--- config.mk ---
export PLATFORM = sky130hd
export DESIGN_NAME = mem_miss_ctrl
export DESIGN_NICKNAME = d
export VERILOG_FILES = /design/src/rtl/mem_miss_ctrl.sv
export SDC_FILE = /design/constraint.sdc
export NUM_CORES = 1
export LEC_CHECK = 0
export BUFFER_PORTS_ARGS = -buffer_cell sky130_fd_sc_hd__buf_2
export CORE_AREA = 5 5 156 158
export CTS_CLUSTER_SIZE = 20
export DETAILED_ROUTE_END_ITERATION = 8
export DIE_AREA = 0 0 161 163
export GPL_TIMING_DRIVEN = 0
export PLACE_DENSITY = 0.66
export SLEW_MARGIN = 25
export SYNTH_ARGS = -nofsm -noshare
export SYNTH_HDL_FRONTEND = slang
export SYNTH_SLANG_ARGS = --single-unit
--- constraint.sdc ---
create_clock -name clk -period 2.3 [get_ports clk]
set_clock_uncertainty 0.2 [all_clocks]
set_input_delay 0.46 -clock clk [delete_from_list [all_inputs] [get_ports clk]]
set_output_delay 0.46 -clock clk [all_outputs]
set_load 0.05 [all_outputs]
--- src/rtl/mem_miss_ctrl.sv ---
// mem_miss_ctrl: shares one line-wide memory port among NCH cache miss channels.
// A round-robin arbiter grants one channel at a time. A dirty victim is written back
// first (WB), then the missing line is read (FILL), then a one-cycle done pulse
// returns the line to the owner (DONE). All outputs are registered.
//
// Ports:
//   clk, rst_n         clock; asynchronous active-low reset
//   req[NCH]           per-channel miss request (level, held until done)
//   miss_addr          per-channel miss address, channel k at [k*ADDR_W +: ADDR_W]
//   wb_en[NCH]         per-channel dirty-victim flag, sampled at grant
//   wb_addr, wb_data   per-channel victim address / line
//   done[NCH]          one-hot fill-complete pulse
//   fill_data          fill line, valid while done is high, held otherwise
//   busy               high whenever a transaction is in progress
//   mem_addr, mem_re, mem_we, mem_wdata, mem_rdata, mem_rdy   unified memory port
module mem_miss_ctrl #(
    parameter int NCH    = 2,
    parameter int ADDR_W = 16,
    parameter int LINE_W = 64
) (
    input  logic                   clk,
    input  logic                   rst_n,
    input  logic [NCH-1:0]         req,
    input  logic [NCH*ADDR_W-1:0]  miss_addr,
    input  logic [NCH-1:0]         wb_en,
    input  logic [NCH*ADDR_W-1:0]  wb_addr,
    input  logic [NCH*LINE_W-1:0]  wb_data,
    output logic [NCH-1:0]         done,
    output logic [LINE_W-1:0]      fill_data,
    output logic                   busy,
    output logic [ADDR_W-1:0]      mem_addr,
    output logic                   mem_re,
    output logic                   mem_we,
    output logic [LINE_W-1:0]      mem_wdata,
    input  logic [LINE_W-1:0]      mem_rdata,
    input  logic                   mem_rdy
);

    localparam int OFF = $clog2(LINE_W / 16);
    localparam int PW  = (NCH > 1) ? $clog2(NCH) : 1;
    // Clears the word-offset bits so every access is line aligned.
    localparam logic [ADDR_W-1:0] ALIGN_MASK = {ADDR_W{1'b1}} << OFF;

    typedef enum logic [1:0] {
        StIdle,
        StWb,
        StFill,
        StDone
    } state_e;

    state_e            state_q;
    logic [PW-1:0]     owner_q;
    logic [PW-1:0]     ptr_q;
    logic [ADDR_W-1:0] miss_q;

    logic              gnt_any;
    logic [PW-1:0]     gnt_idx;
    logic [PW-1:0]     ptr_next;
    logic [ADDR_W-1:0] sel_miss;
    logic [ADDR_W-1:0] sel_wb_addr;
    logic [LINE_W-1:0] sel_wb_data;

    // Round-robin search: first requesting channel at or after the pointer, wrapping.
    always_comb begin
        gnt_any = 1'b0;
        gnt_idx = '0;
        for (int i = 0; i < NCH; i++) begin
            if (!gnt_any && req[(int'(ptr_q) + i) % NCH]) begin
                gnt_any = 1'b1;
                gnt_idx = PW'((int'(ptr_q) + i) % NCH);
            end
        end
    end

    always_comb begin
        ptr_next    = (int'(gnt_idx) == NCH - 1) ? '0 : gnt_idx + 1'b1;
        sel_miss    = miss_addr[int'(gnt_idx) * ADDR_W +: ADDR_W];
        sel_wb_addr = wb_addr[int'(gnt_idx) * ADDR_W +: ADDR_W];
        sel_wb_data = wb_data[int'(gnt_idx) * LINE_W +: LINE_W];
    end

    // Single FSM; every output is a register updated alongside the state.
    // mem_addr / mem_wdata double as the latched victim address / line during WB.
    always_ff @(posedge clk or negedge rst_n) begin
        if (!rst_n) begin
            state_q   <= StIdle;
            owner_q   <= '0;
            ptr_q     <= '0;
            miss_q    <= '0;
            busy      <= 1'b0;
            done      <= '0;
            fill_data <= '0;
            mem_addr  <= '0;
            mem_re    <= 1'b0;
            mem_we    <= 1'b0;
            mem_wdata <= '0;
        end else begin
            unique case (state_q)
                StIdle: begin
                    if (gnt_any) begin
                        owner_q <= gnt_idx;
                        ptr_q   <= ptr_next;
                        miss_q  <= sel_miss & ALIGN_MASK;
                        busy    <= 1'b1;
                        if (wb_en[gnt_idx]) begin
                            state_q   <= StWb;
                            mem_we    <= 1'b1;
                            mem_addr  <= sel_wb_addr & ALIGN_MASK;
                            mem_wdata <= sel_wb_data;
                        end else begin
                            state_q  <= StFill;
                            mem_re   <= 1'b1;
                            mem_addr <= sel_miss & ALIGN_MASK;
                        end
                    end
                end
                StWb: begin
                    if (mem_rdy) begin
                        state_q  <= StFill;
                        mem_we   <= 1'b0;
                        mem_re   <= 1'b1;
                        mem_addr <= miss_q;
                    end
                end
                StFill: begin
                    if (mem_rdy) begin
                        state_q        <= StDone;
                        mem_re         <= 1'b0;
                        fill_data      <= mem_rdata;
                        done[owner_q]  <= 1'b1;
                    end
                end
                StDone: begin
                    state_q <= StIdle;
                    done    <= '0;
                    busy    <= 1'b0;
                end
                default: begin
                    state_q <= StIdle;
                end
            endcase
        end
    end

endmodule
# Word level (Yosys, flattened, before mapping)
# Index checks and enable logic that the tools add are counted.
# op_classes
n_reduce_logical	17
eq_ne	8
bitwise_logic	2
addsub	2
n_mux	35
n_lt_le_gt_ge	5
n_shift	3
# op_table
cell	n
128-bit by 8-bit indexed part select with 64-bit output	1
32-bit by 6-bit indexed part select with 16-bit output	2
16-bit 2-to-1 mux	3
16-bit case mux with 2 select lines	1
1-bit 2-to-1 mux	20
2-bit 2-to-1 mux	5
2-bit inequality test, second input constant	5
3-bit AND reduction	3
2-bit case mux with 4 select lines	1
2-bit AND reduction	4
1-bit by 2-bit < comparator with 1-bit output, second input constant	3
2-bit nonzero test	3
5-bit AND reduction	1
2-bit == test, second input constant	2
1-bit case mux with 2 select lines	2
2-bit case mux with 2 select lines	1
4-bit AND reduction	1
2-bit by 3-bit < comparator with 1-bit output, second input constant	1
1-bit case mux with 3 select lines	1
3-bit nonzero test	1
1-bit adder, second input constant	2
2-bit by 1-bit == test with 1-bit output, second input constant	1
1-bit logical AND	2
2-bit logical NOT	1
5 further kinds	5
# totals
word_cells	83
ff_bits	167
input_bits	263
out_inout_bits	149

# Longest topological paths before layout
# Gate-level depths: netlist of the first run.
# depth
word_depth	12
depth_mapped	8
ltp_nobuf	6

# Worst setup path after synthesis of the first run
# OpenSTA, ideal clock, no wires.
# synth_path
kind	register to register
from	register state_q[0]
to	register mem_addr[10]
setup_ns	0.126
required_time_ns	1.974
arrival_ns	1.807
n_path_buf	2
path_slack_ns	0.167
synth_period_minus_slack_ns	2.133
stages_incl_launch_ff	8
path_cell_list	dfrtp_1 inv_1 ha_1 or3b_1 and3_1 buf_2 buf_6 a221o_1
# synth_via
elab_chain_cells	3
elab_cells_between_ends	7
classes_between	3 x eq/ne; 1 x mux; 3 x reduce/logical
# synth_rtl
element	line	text
start: declaration	51	state_e state_q;
start signal: assignment	86	state_q <= StIdle;
start signal: assignment	106	state_q <= StWb;
start signal: assignment	111	state_q <= StFill;
2-bit by 1-bit == test with 1-bit output / 2-bit logical NOT (equally long branches)	98	unique case (state_q)
2-bit inequality test (no source line) / 2-bit nonzero test (equally long branches)	-	
3-bit AND reduction (no source line)	-	
end signal: assignment	108	mem_addr <= sel_wb_addr & ALIGN_MASK;
end signal: assignment	113	mem_addr <= sel_miss & ALIGN_MASK;
end signal: assignment	122	mem_addr <= miss_q;
end: declaration	31	output logic [ADDR_W-1:0] mem_addr,
# Parallel ways exist; a longest one is shown, timed or not.
# A chain may end at the register's enable or synchronous reset.

# Worst setup path in the final report of the first run
# layout_path
from	register state_q[1]
to	register mem_addr[10]
# The elaborated chain is that of the path after synthesis.

==> flow_metrics.tcl, run 1 <==
set metrics [dict create \
    post-route-drc-count 0 \
    finish.cell_count_without_fillers 1299 \
    detailedPlacementHpwl_um 18800 \
    chipWidth_um 161 \
    drt.antenna.violating_nets 0 \
    dr_total_vias 6219 \
    seq_power_share_pct 28.8 \
    final_core_util_pct 47.1 \
    report.final.hold_viol_count 0 \
    holdCritPathClass "in -> reg" \
    critical_path_arrival_ps 2360 \
    clk_pin_slew_ps 80 \
    seq_area_frac_synth_pct 53.5 \
    grt.total_usage_pct 17.6 \
    synthToLayoutAreaGrowth_pct 40.4 \
    floorplan.initialDensity_pct 33.6 \
    ys_async_sr_fraction_pct 100 \
    cts_tree "built" \
    layout-drive-gt1-share_pct 62.0 \
    setup_repair_after_global_routing_missed_its_margin "true" \
    critical-path-max-stage-delay_ps 430 \
    critical_path_buf_inv_count 3 \
    cts_inserted_buffers 17 \
    power.leakage_nw 5.37 \
    average_vias_per_placed_instance 4.79 \
    path_delay_family "simple AND/OR/NAND/NOR gates" \
    synth_top_family_by_area "multiplexers" \
    measured_slew_at_the_worst_slew_check_pin_ps 618 \
    ys.flop_type "sky130_fd_sc_hd__dfrtp_1" \
    floorplan.io_pins 412 \
    grt_first_pass_wirelength_um 36200 \
    fmax_mhz 444 \
    critical_path.slowest_cell "sky130_fd_sc_hd__dfrtp_1" \
    combinationalPowerShare_pct 55.3 \
    initial_antenna_violation_count 3 \
    cts_root_buffer "sky130_fd_sc_hd__clkbuf_16" \
    yosys.area_share.adder_pct 0.649 \
    die_area_um2 26200 \
    drv_cap 0 \
    yosys.cell_types.count 37 \
    critPathRequiredTime_ps 2400 \
    list_of_cells_traversed_by_the_critical_path "inv_2 -> ha_4 -> or3b_4 -> and3_1 -> buf_2 -> buf_6 -> a221o_1" \
    worstSkewPairLatency_ps 420 \
    post-route-period-util_pct 97.9 \
    drt_iter0_markers 215 \
    netSwitchingPower_w 0.00901 \
    std_cell_rows 56 \
    port_buffers 400 \
    setup.worst_path.start_class "register" \
    drt_wl_total_um 23600 \
    synthSimpleGateAreaFrac_pct 3.34 \
    cellPowerDensity_nw_per_um2 1630 \
    drv_slew 0 \
    first_global_vias 6655 \
    synth_enable_flop_cells 0 \
    drt_pass1_iterations 5 \
    nNetsFinal 1260 \
    final_weighted_congestion_in_routability_driven_placement 0.817 \
    power.clock.fraction_pct 15.9 \
    cts-root-to-sink-buffers 2 \
    endpoint_kind "register" \
    floorplan.die.height_um 163 \
    ctsHtreeMaxLevel 4 \
    numPlacedInstances 1259 \
    yosysWarningCount 0 \
    largest_net_degree_at_the_start_of_global_routing 87 \
    synth_compound_area_share_pct 7.46 \
    worst-setup-path-type "reg -> reg" \
    ir_drop_v 0.000879 \
    tritoncts_num_sinks 165 \
    final_period_demand_of_the_worst_path_ps 2250 \
    post_drt_wl_per_cell_um 18.2 \
    status "finished clean" \
    synthXorXnorAreaFrac_pct 0 \
    crit_fanout 10 \
    rel_slew_slack_pct 58.8 \
    setup_viol_count_final 0 \
    synth_mux_area_share_pct 31.8 \
    netlist_area_um2 7710 \
    sw_frac_of_total_pct 50.9 \
    synth.ff_latch_count 165 \
    syn-mean-instance-area_um2 13.6 \
    core_area_um2 23000 \
    intPower_w 0.00870 \
    netlist_instances 567 \
    grt_overflow 0 \
]
synthesized netlist by cell type (2+ instances only):
cell / number / area share (%)
sky130_fd_sc_hd__mux2i_1: 28 / 3.6
sky130_fd_sc_hd__inv_1: 7 / 0.34
sky130_fd_sc_hd__dfrtp_1: 165 / 54
sky130_fd_sc_hd__buf_4: 9 / 0.88
sky130_fd_sc_hd__ha_1: 4 / 0.65
sky130_fd_sc_hd__and3_1: 2 / 0.16
sky130_fd_sc_hd__or2_2: 2 / 0.16
sky130_fd_sc_hd__nand2_1: 23 / 1.1
sky130_fd_sc_hd__mux2_2: 144 / 21
sky130_fd_sc_hd__a211oi_1: 14 / 1.4
sky130_fd_sc_hd__clkbuf_1: 18 / 0.88
sky130_fd_sc_hd__a221oi_1: 14 / 1.6
sky130_fd_sc_hd__o31ai_1: 2 / 0.19
sky130_fd_sc_hd__a221o_1: 14 / 1.8
sky130_fd_sc_hd__buf_2: 14 / 0.91
sky130_fd_sc_hd__o21ai_0: 14 / 0.91
sky130_fd_sc_hd__o21ai_1: 10 / 0.65
sky130_fd_sc_hd__mux2_1: 49 / 7.2
sky130_fd_sc_hd__nor2b_1: 15 / 1.2
sky130_fd_sc_hd__nand2b_1: 2 / 0.16
state kept, by name, summed over array words and instances (netlist names), 2 cells and up:
register and flops:
mem_addr 14, miss_q 14, fill_data 64, mem_wdata 64
state_q 2, done 2
stage by stage:
| step | instance area [µm²] | hold slack (ps) | TNS, ps | setup slack (ps) | power [W] |
|---|---|---|---|---|---|
| finish | 10800 | 65.2 | 0 | 47.2 | 0.0177 |
| floorplan | 7720 | -35.6 | 0 | 167 | 0.0123 |
| global placement | 10100 | 264 | -349990 | -2090 | 0.0148 |
| CTS | 10800 | 37.8 | -1.09 | -1.09 | 0.0179 |
| global route | 10800 | 28.7 | -12.0 | -8.06 | 0.0187 |
| detailed placement | 10100 | 276 | -12630 | -165 | 0.0149 |
repair_timing:
item / 4_1_cts / 5_1_grt
pin swaps: 0 / 2
gates cloned: 0 / 1
setup endpoints to repair: 120 / 120
buffers inserted: 0 / 3
gates resized for setup: 18 / 11
hold buffers: 1 / 0
endpoints found under the hold margin: 79 / 0
power by group through the flow:
stage	Combinational, W	Sequential (W)	Clock (W)
3_5_place_dp	0.00977	0.00515	0
4_1_cts	0.00985	0.00511	0.00290
5_1_grt	0.0103	0.00530	0.00302
2_1_floorplan	0.00261	0.00970	0
6_report	0.00979	0.00510	0.00281
3_3_place_gp	0.00966	0.00509	0
per-layer routing:
metal  wire length, µm  GRT usage [%]  up-vias
met5                 0              0        -
met2             12000           29.8      263
met3              2000           6.10       26
met1              9030           20.7     3001
li1                  -              -     2929
met4               588           6.55        0
worst register-to-register path, stage by stage, from the launching register on:
cell                      delay (ps)
sky130_fd_sc_hd__dfrtp_1         430
sky130_fd_sc_hd__inv_2           110
sky130_fd_sc_hd__ha_4            190
sky130_fd_sc_hd__or3b_4          420
sky130_fd_sc_hd__and3_1          190
sky130_fd_sc_hd__buf_2           160
sky130_fd_sc_hd__buf_6           150
sky130_fd_sc_hd__a221o_1         300
cell type report:
type	count	area [µm²]
Fill cell	2175	12200
Sequential cell	165	4130
Multi-Input combinational cell	354	3380
Timing Repair Buffer	406	2080
Clock buffer	17	425
Tap cell	290	363
Buffer	42	259
Clock inverter	15	163
Inverter	7	26.3
Antenna cell	3	7.51
kinds of logic (layout without fill, tap and decap cells):
group / after synthesis / count (layout)
AND/OR/NAND/NOR: 50 / 50
buffers and inverters: 49 / 487
multiplexers: 221 / 221
flip-flops: 165 / 165
other: 1 / 5
adder cells (fa/ha/maj): 4 / 4
AO/OA/AOI/OAI: 77 / 77
path summary, 6_finish.rpt:
| path | from | endpoint | slack (ps) | cells past startpoint |
|---|---|---|---|---|
| min in group asynchronous | rst_n | mem_wdata[21]$_DFFE_PN0P_ | 420 | 2 |
| worst min register to register | miss_q[4]$_DFFE_PN0P_ | miss_q[4]$_DFFE_PN0P_ | 290 | 2 |
| worst max-delay path | state_q[1]$_DFFE_PN0P_ | mem_addr[10]$_DFFE_PN0P_ | 50 | 7 |
| max in group asynchronous | rst_n | miss_q[5]$_DFFE_PN0P_ | 630 | 3 |
| worst min-delay path | mem_rdata[47] | fill_data[47]$_DFFE_PN0P_ | 70 | 2 |
| worst max register to register | state_q[1]$_DFFE_PN0P_ | mem_addr[10]$_DFFE_PN0P_ | 50 | 7 |
placed cells by master (no fill, tap or decap), types with 11 or more instances in the layout:
cell type | netlist | final
sky130_fd_sc_hd__o21ai_0 | 14 | 14
sky130_fd_sc_hd__buf_2 | 14 | 409
sky130_fd_sc_hd__buf_4 | 9 | 12
sky130_fd_sc_hd__a221o_1 | 14 | 14
sky130_fd_sc_hd__a221oi_1 | 14 | 14
sky130_fd_sc_hd__clkbuf_1 | 18 | 11
sky130_fd_sc_hd__dfrtp_1 | 165 | 165
sky130_fd_sc_hd__mux2_1 | 49 | 49
sky130_fd_sc_hd__clkbuf_16 | 0 | 17
sky130_fd_sc_hd__mux2i_1 | 28 | 28
sky130_fd_sc_hd__a211oi_1 | 14 | 14
sky130_fd_sc_hd__nand2_1 | 23 | 22
sky130_fd_sc_hd__mux2_2 | 144 | 144
sky130_fd_sc_hd__nor2b_1 | 15 | 15
(Power assumes the default switching activity.)
==> run 2, diff against run 1 <==
--- a/config.mk
+++ b/config.mk
@@ -6,12 +6,15 @@
 export NUM_CORES = 1
 export LEC_CHECK = 0
 export BUFFER_PORTS_ARGS = -buffer_cell sky130_fd_sc_hd__buf_2
-export CORE_AREA = 5 5 156 158
+export CELL_PAD_IN_SITES_DETAIL_PLACEMENT = 1
+export CELL_PAD_IN_SITES_GLOBAL_PLACEMENT = 2
+export CORE_ASPECT_RATIO = 0.8
+export CORE_MARGIN = 5
+export CORE_UTILIZATION = 25
 export CTS_CLUSTER_SIZE = 20
 export DETAILED_ROUTE_END_ITERATION = 8
-export DIE_AREA = 0 0 161 163
 export GPL_TIMING_DRIVEN = 0
-export PLACE_DENSITY = 0.66
+export PLACE_DENSITY = 0.86
 export SLEW_MARGIN = 25
 export SYNTH_ARGS = -nofsm -noshare
 export SYNTH_HDL_FRONTEND = slang
==> flow_metrics.tcl, run 2 (same netlist as run 1, synthesis figures left out) <==
set metrics [dict create \
    setup_repair_after_global_routing_missed_its_margin "true" \
    first_global_vias 7160 \
    holdCritPathClass "in -> reg" \
    floorplan.die.height_um 167 \
    setup.worst_path.start_class "register" \
    endpoint_kind "register" \
    post-route-drc-count 0 \
    worstSkewPairLatency_ps 420 \
    postPlaceCellArea_um2 10300 \
    critical_path_arrival_ps 2370 \
    chipWidth_um 206 \
    largest_net_degree_at_the_start_of_global_routing 86 \
    grt_overflow 0 \
    core_area_um2 30400 \
    nNetsFinal 1262 \
    clk_pin_slew_ps 80 \
    cellPowerDensity_nw_per_um2 1640 \
    mostFrequentLayoutCells "406 x sky130_fd_sc_hd__buf_2, 165 x sky130_fd_sc_hd__dfrtp_1, 144 x sky130_fd_sc_hd__mux2_2" \
    measured_slew_at_the_worst_slew_check_pin_ps 670 \
    ir_drop_v 0.000937 \
    drv_slew 0 \
    drt_iter0_markers 208 \
    sw_frac_of_total_pct 50.8 \
    std_cell_rows 57 \
    cts_tree "built" \
    report.final.hold_viol_count 0 \
    detailedPlacementHpwl_um 23000 \
    post-route-period-util_pct 98.2 \
    final_instance_area_um2 11000 \
    post_drt_wl_per_cell_um 20.2 \
    combinationalPowerShare_pct 55.2 \
    final_period_demand_of_the_worst_path_ps 2260 \
    drt.antenna.violating_nets 0 \
    status "finished clean" \
    ctsHtreeMaxLevel 4 \
    dr_total_vias 6406 \
    fmax_mhz 443 \
    initial_antenna_violation_count 11 \
    netSwitchingPower_w 0.00919 \
    tritoncts_num_sinks 165 \
    power.clock.fraction_pct 16.5 \
    power.leakage_nw 5.38 \
    cts-root-to-sink-buffers 2 \
    final_weighted_congestion_in_routability_driven_placement 0.765 \
    cts_inserted_buffers 17 \
    average_vias_per_placed_instance 4.48 \
    crit_fanout 10 \
    setup_viol_count_final 0 \
    rel_slew_slack_pct 55.3 \
    grt.total_usage_pct 16.2 \
    floorplan.io_pins 412 \
    drv_cap 0 \
    finalPower_w 0.0181 \
    layout-drive-gt1-share_pct 62.0 \
    floorplan.initialDensity_pct 25.4 \
    worst-setup-path-type "reg -> reg" \
    holdWs_ps 52.4 \
    final_common_cell "sky130_fd_sc_hd__buf_2" \
    grt_first_pass_wirelength_um 42600 \
    seq_power_share_pct 28.4 \
    n_fill_cell 3462 \
    intPower_w 0.00890 \
    drt_wl_total_um 28900 \
    reg.largest.list "fill_data (64), mem_wdata (64)" \
    drt_pass1_iterations 4 \
    synthToLayoutAreaGrowth_pct 42.8 \
    cts_root_buffer "sky130_fd_sc_hd__clkbuf_16" \
    critPathRequiredTime_ps 2410 \
    die_area_um2 34500 \
    port_buffers 400 \
]
==> run 2: layer usage <==
| layer | wire (µm) | global-route usage [%] | vias to the layer above |
|---|---|---|---|
| li1 | - | - | 2940 |
| met1 | 11100 | 18.3 | 3143 |
| met2 | 14000 | 27.9 | 287 |
| met3 | 2890 | 6.71 | 34 |
| met4 | 935 | 5.03 | 2 |
| met5 | 13 | 0 | - |
==> run 2: metrics by stage <==
step	setup WS [ps]	instances	setup TNS (ps)	utilization (%)
4_1_cts	-21.9	1417	-193	36.0
6_report	40.9	1430	0	36.2
2_1_floorplan	167	568	0	-
3_5_place_dp	-294	1382	-29220	33.8
3_3_place_gp	-2200	1381	-384140	33.7
5_1_grt	-24.4	1425	-266	36.2
==> run 2: worst paths after layout <==
| check | startpoint | slack, ps | depth (start not counted) | endpoint |
|---|---|---|---|---|
| setup reg to reg | state_q[1]$_DFFE_PN0P_ | 40 | 7 | mem_addr[12]$_DFFE_PN0P_ |
| hold reg to reg | miss_q[15]$_DFFE_PN0P_ | 280 | 2 | miss_q[15]$_DFFE_PN0P_ |
| hold / removal | mem_rdata[33] | 50 | 2 | fill_data[33]$_DFFE_PN0P_ |
| min in group asynchronous | rst_n | 440 | 2 | mem_wdata[28]$_DFFE_PN0P_ |
| max in group asynchronous | rst_n | 570 | 3 | fill_data[47]$_DFFE_PN0P_ |
| setup / recovery | state_q[1]$_DFFE_PN0P_ | 40 | 7 | mem_addr[12]$_DFFE_PN0P_ |
==> run 2: final cells by class <==
class	instances	area (µm²)	area share, %
clock inverters	14	163	1.48
clock buffers	18	429	3.90
diodes	9	22.5	0.204
flip-flops and latches	165	4130	37.5
well taps	413	517	4.69
multi-input cells	354	3380	30.7
inverters	7	26.3	0.239
repair buffers	408	2090	19.0
plain buffers	42	250	2.27
==> run 2: power by group through the flow <==
stage	clock [W]	combinational (W)	sequential [W]
4_1_cts	0.00308	0.0100	0.00515
5_1_grt	0.00323	0.0105	0.00532
6_report	0.00298	0.00998	0.00513
3_3_place_gp	0	0.00976	0.00509
2_1_floorplan	0	0.00261	0.00970
3_5_place_dp	0	0.00994	0.00518
==> run 2: repair_timing <==
item / in CTS / in global routing
gates cloned: 0 / 0
pin swaps: 0 / 1
setup buffers: 2 / 4
endpoints found under the setup margin: 131 / 80
hold buffers: 1 / 0
gates resized for setup: 15 / 11
hold endpoints to repair: 84 / 0
==> run 2: worst max-delay path, stage by stage, from the launching register on <==
cell,delay [ps]
sky130_fd_sc_hd__dfrtp_1,430
sky130_fd_sc_hd__inv_2,100
sky130_fd_sc_hd__ha_4,180
sky130_fd_sc_hd__or3b_4,410
sky130_fd_sc_hd__and3_1,190
sky130_fd_sc_hd__buf_2,160
sky130_fd_sc_hd__buf_6,160
sky130_fd_sc_hd__a221o_1,300
==> run 3, diff against run 2 <==
==> constraint.sdc (replaced) <==
create_clock -name clk -period 1.95 [get_ports clk]
set_clock_uncertainty 0.2 [all_clocks]
set_input_delay 0.39 -clock clk [delete_from_list [all_inputs] [get_ports clk]]
set_output_delay 0.39 -clock clk [all_outputs]
set_load 0.05 [all_outputs]
==> flow_metrics.tcl, run 3 (same netlist as run 1, synthesis figures left out) <==
set metrics [dict create \
    status "complete, but fails checks" \
    violations "negative setup slack" \
    tritoncts_num_sinks 165 \
    grt_overflow 0 \
    power.leakage_nw 6.38 \
    drv_cap 0 \
    nNetsFinal 1354 \
    postPlaceCellArea_um2 10300 \
    std_cell_rows 57 \
    synthToLayoutAreaGrowth_pct 65.4 \
    cts_inserted_buffers 17 \
    chipWidth_um 206 \
    crit_fanout 5 \
    ctsHtreeMaxLevel 4 \
    layout-drive-gt1-share_pct 66.2 \
    floorplan.die.height_um 167 \
    initial_antenna_violation_count 12 \
    cts_tree "built" \
    final_weighted_congestion_in_routability_driven_placement 0.799 \
    final_common_cell "sky130_fd_sc_hd__buf_2" \
    core_area_um2 30400 \
    worst_hold_path_startpoint "mem_rdata[47]" \
    critPathRequiredTime_ps 2060 \
    average_vias_per_placed_instance 4.57 \
    timing.critical_path.from "state_q[1]$_DFFE_PN0P_" \
    reg.largest.list "fill_data (64), mem_wdata (64)" \
    cellPowerDensity_nw_per_um2 1830 \
    drt_iter0_markers 218 \
    critical_path_arrival_ps 2190 \
    clk_pin_slew_ps 70 \
    port_buffers 400 \
    setup_repair_after_global_routing_missed_its_margin "true" \
    drv_slew 0 \
    holdCritPathClass "in -> reg" \
    grt_first_pass_wirelength_um 47800 \
    critical_path.slowest_cell "sky130_fd_sc_hd__dfrtp_1" \
    critical-path-max-stage-delay_ps 410 \
    final_instance_area_um2 12800 \
    cts-root-to-sink-buffers 2 \
    setup.worst_path.start_class "register" \
    worstSkewPairLatency_ps 430 \
    measured_slew_at_the_worst_slew_check_pin_ps 657 \
    drt_pass1_iterations 6 \
    fmax_mhz 479 \
    grt.total_usage_pct 18.1 \
    post-route-drc-count 0 \
    floorplan.initialDensity_pct 25.4 \
    cts_root_buffer "sky130_fd_sc_hd__clkbuf_16" \
    largest_net_degree_at_the_start_of_global_routing 80 \
    report.final.hold_viol_count 0 \
    worst-setup-path-type "reg -> reg" \
    final_period_demand_of_the_worst_path_ps 2090 \
    post-route-period-util_pct 107 \
    rel_slew_slack_pct 56.2 \
    floorplan.io_pins 412 \
    dr_total_vias 6941 \
    die_area_um2 34500 \
    r2r_start "state_q[1]$_DFFE_PN0P_" \
    drt_wl_total_um 34300 \
    final_worst_setup_slack_ps -138 \
    setup_viol_count_final 53 \
    ir_drop_v 0.00118 \
    holdWs_ps 36.5 \
    list_of_cells_traversed_by_the_critical_path "inv_2 -> ha_4 -> or3b_4 -> and3_4 -> buf_8 -> buf_4 -> a221o_1" \
    first_global_vias 7888 \
    post_drt_wl_per_cell_um 22.6 \
    mostFrequentLayoutCells "400 x sky130_fd_sc_hd__buf_2, 165 x sky130_fd_sc_hd__dfrtp_1, 113 x sky130_fd_sc_hd__mux2_2" \
    detailedPlacementHpwl_um 23200 \
    endpoint_kind "register" \
    drt.antenna.violating_nets 0 \
]
==> run 3: changes by cell type in the layout (fill, tap and decap cells not counted), moves of 8 or more <==
cell,previous run,this run
sky130_fd_sc_hd__buf_4,13,21
sky130_fd_sc_hd__mux2_1,49,0
sky130_fd_sc_hd__mux2_2,144,113
sky130_fd_sc_hd__buf_8,1,18
sky130_fd_sc_hd__clkbuf_16,17,26
sky130_fd_sc_hd__mux2_4,0,80
sky130_fd_sc_hd__buf_12,0,9
sky130_fd_sc_hd__dlygate4sd3_1,1,62
==> run 3: area by class of cell <==
type,instances,area [µm²]
Multi-Input combinational cell,356,3840
Buffer,38,454
Antenna cell,7,17.5
Fill cell,3358,17600
Sequential cell,165,4130
Inverter,7,26.3
Timing Repair Buffer,502,3230
Clock buffer,17,425
Tap cell,413,517
Clock inverter,14,115
==> run 3: power breakdown <==
group / switching, W / internal (W) / total, W
clock: 0.00162 / 0.00166 / 0.00328
sequential: 0.000979 / 0.00517 / 0.00615
combinational: 0.00901 / 0.00490 / 0.0139
total: 0.0116 / 0.0117 / 0.0233
==> run 3: routing by layer <==
| metal | GRT usage (%) | share of wire (%) |
|---|---|---|
| met1 | 20.0 | 38 |
| met2 | 32.8 | 51 |
| met3 | 6.59 | 8.7 |
| met4 | 4.74 | 2.2 |
| met5 | 0 | 0.10 |
==> run 3: worst paths after layout <==
| kind | end | slack, ps | depth (start not counted) |
|---|---|---|---|
| max in group asynchronous | fill_data[4]$_DFFE_PN0P_ | 400 | 4 |
| worst max register to register | mem_addr[12]$_DFFE_PN0P_ | -140 | 7 |
| worst min register to register | miss_q[2]$_DFFE_PN0P_ | 290 | 2 |
| min in group asynchronous | mem_wdata[29]$_DFFE_PN0P_ | 150 | 2 |
| worst max-delay path | mem_addr[12]$_DFFE_PN0P_ | -140 | 7 |
| worst min-delay path | fill_data[47]$_DFFE_PN0P_ | 40 | 2 |
==> run 3: what timing repair did <==
action	4_1_cts	5_1_grt
endpoints found under the hold margin	147	0
hold buffers	62	0
gates resized for setup	133	83
buffers inserted	22	6
setup endpoints to repair	159	148
gates cloned	3	11
pin swaps	6	4
==> run 3: stage by stage <==
step                      utilization (%)  setup slack (ps)  power (W)  setup TNS, ps  cells
final                                42.0              -138     0.0233          -2590   1519
after global routing                 42.0              -212     0.0244          -7560   1519
after CTS                            40.1              -118     0.0226          -5060   1499
after detailed placement             34.0              -656     0.0179         -71870   1383
after global placement               33.8             -2370     0.0176        -452570   1381
after floorplan                         -              -124     0.0146          -1340    568
==> run 3: worst max-delay path: cells and delay by family (launching register included) <==
family          cells  cell delay, ps
buf+inv             3             360
simple gates        2             570
flops               1             410
fa+ha+maj           1             130
compound gates      1             290
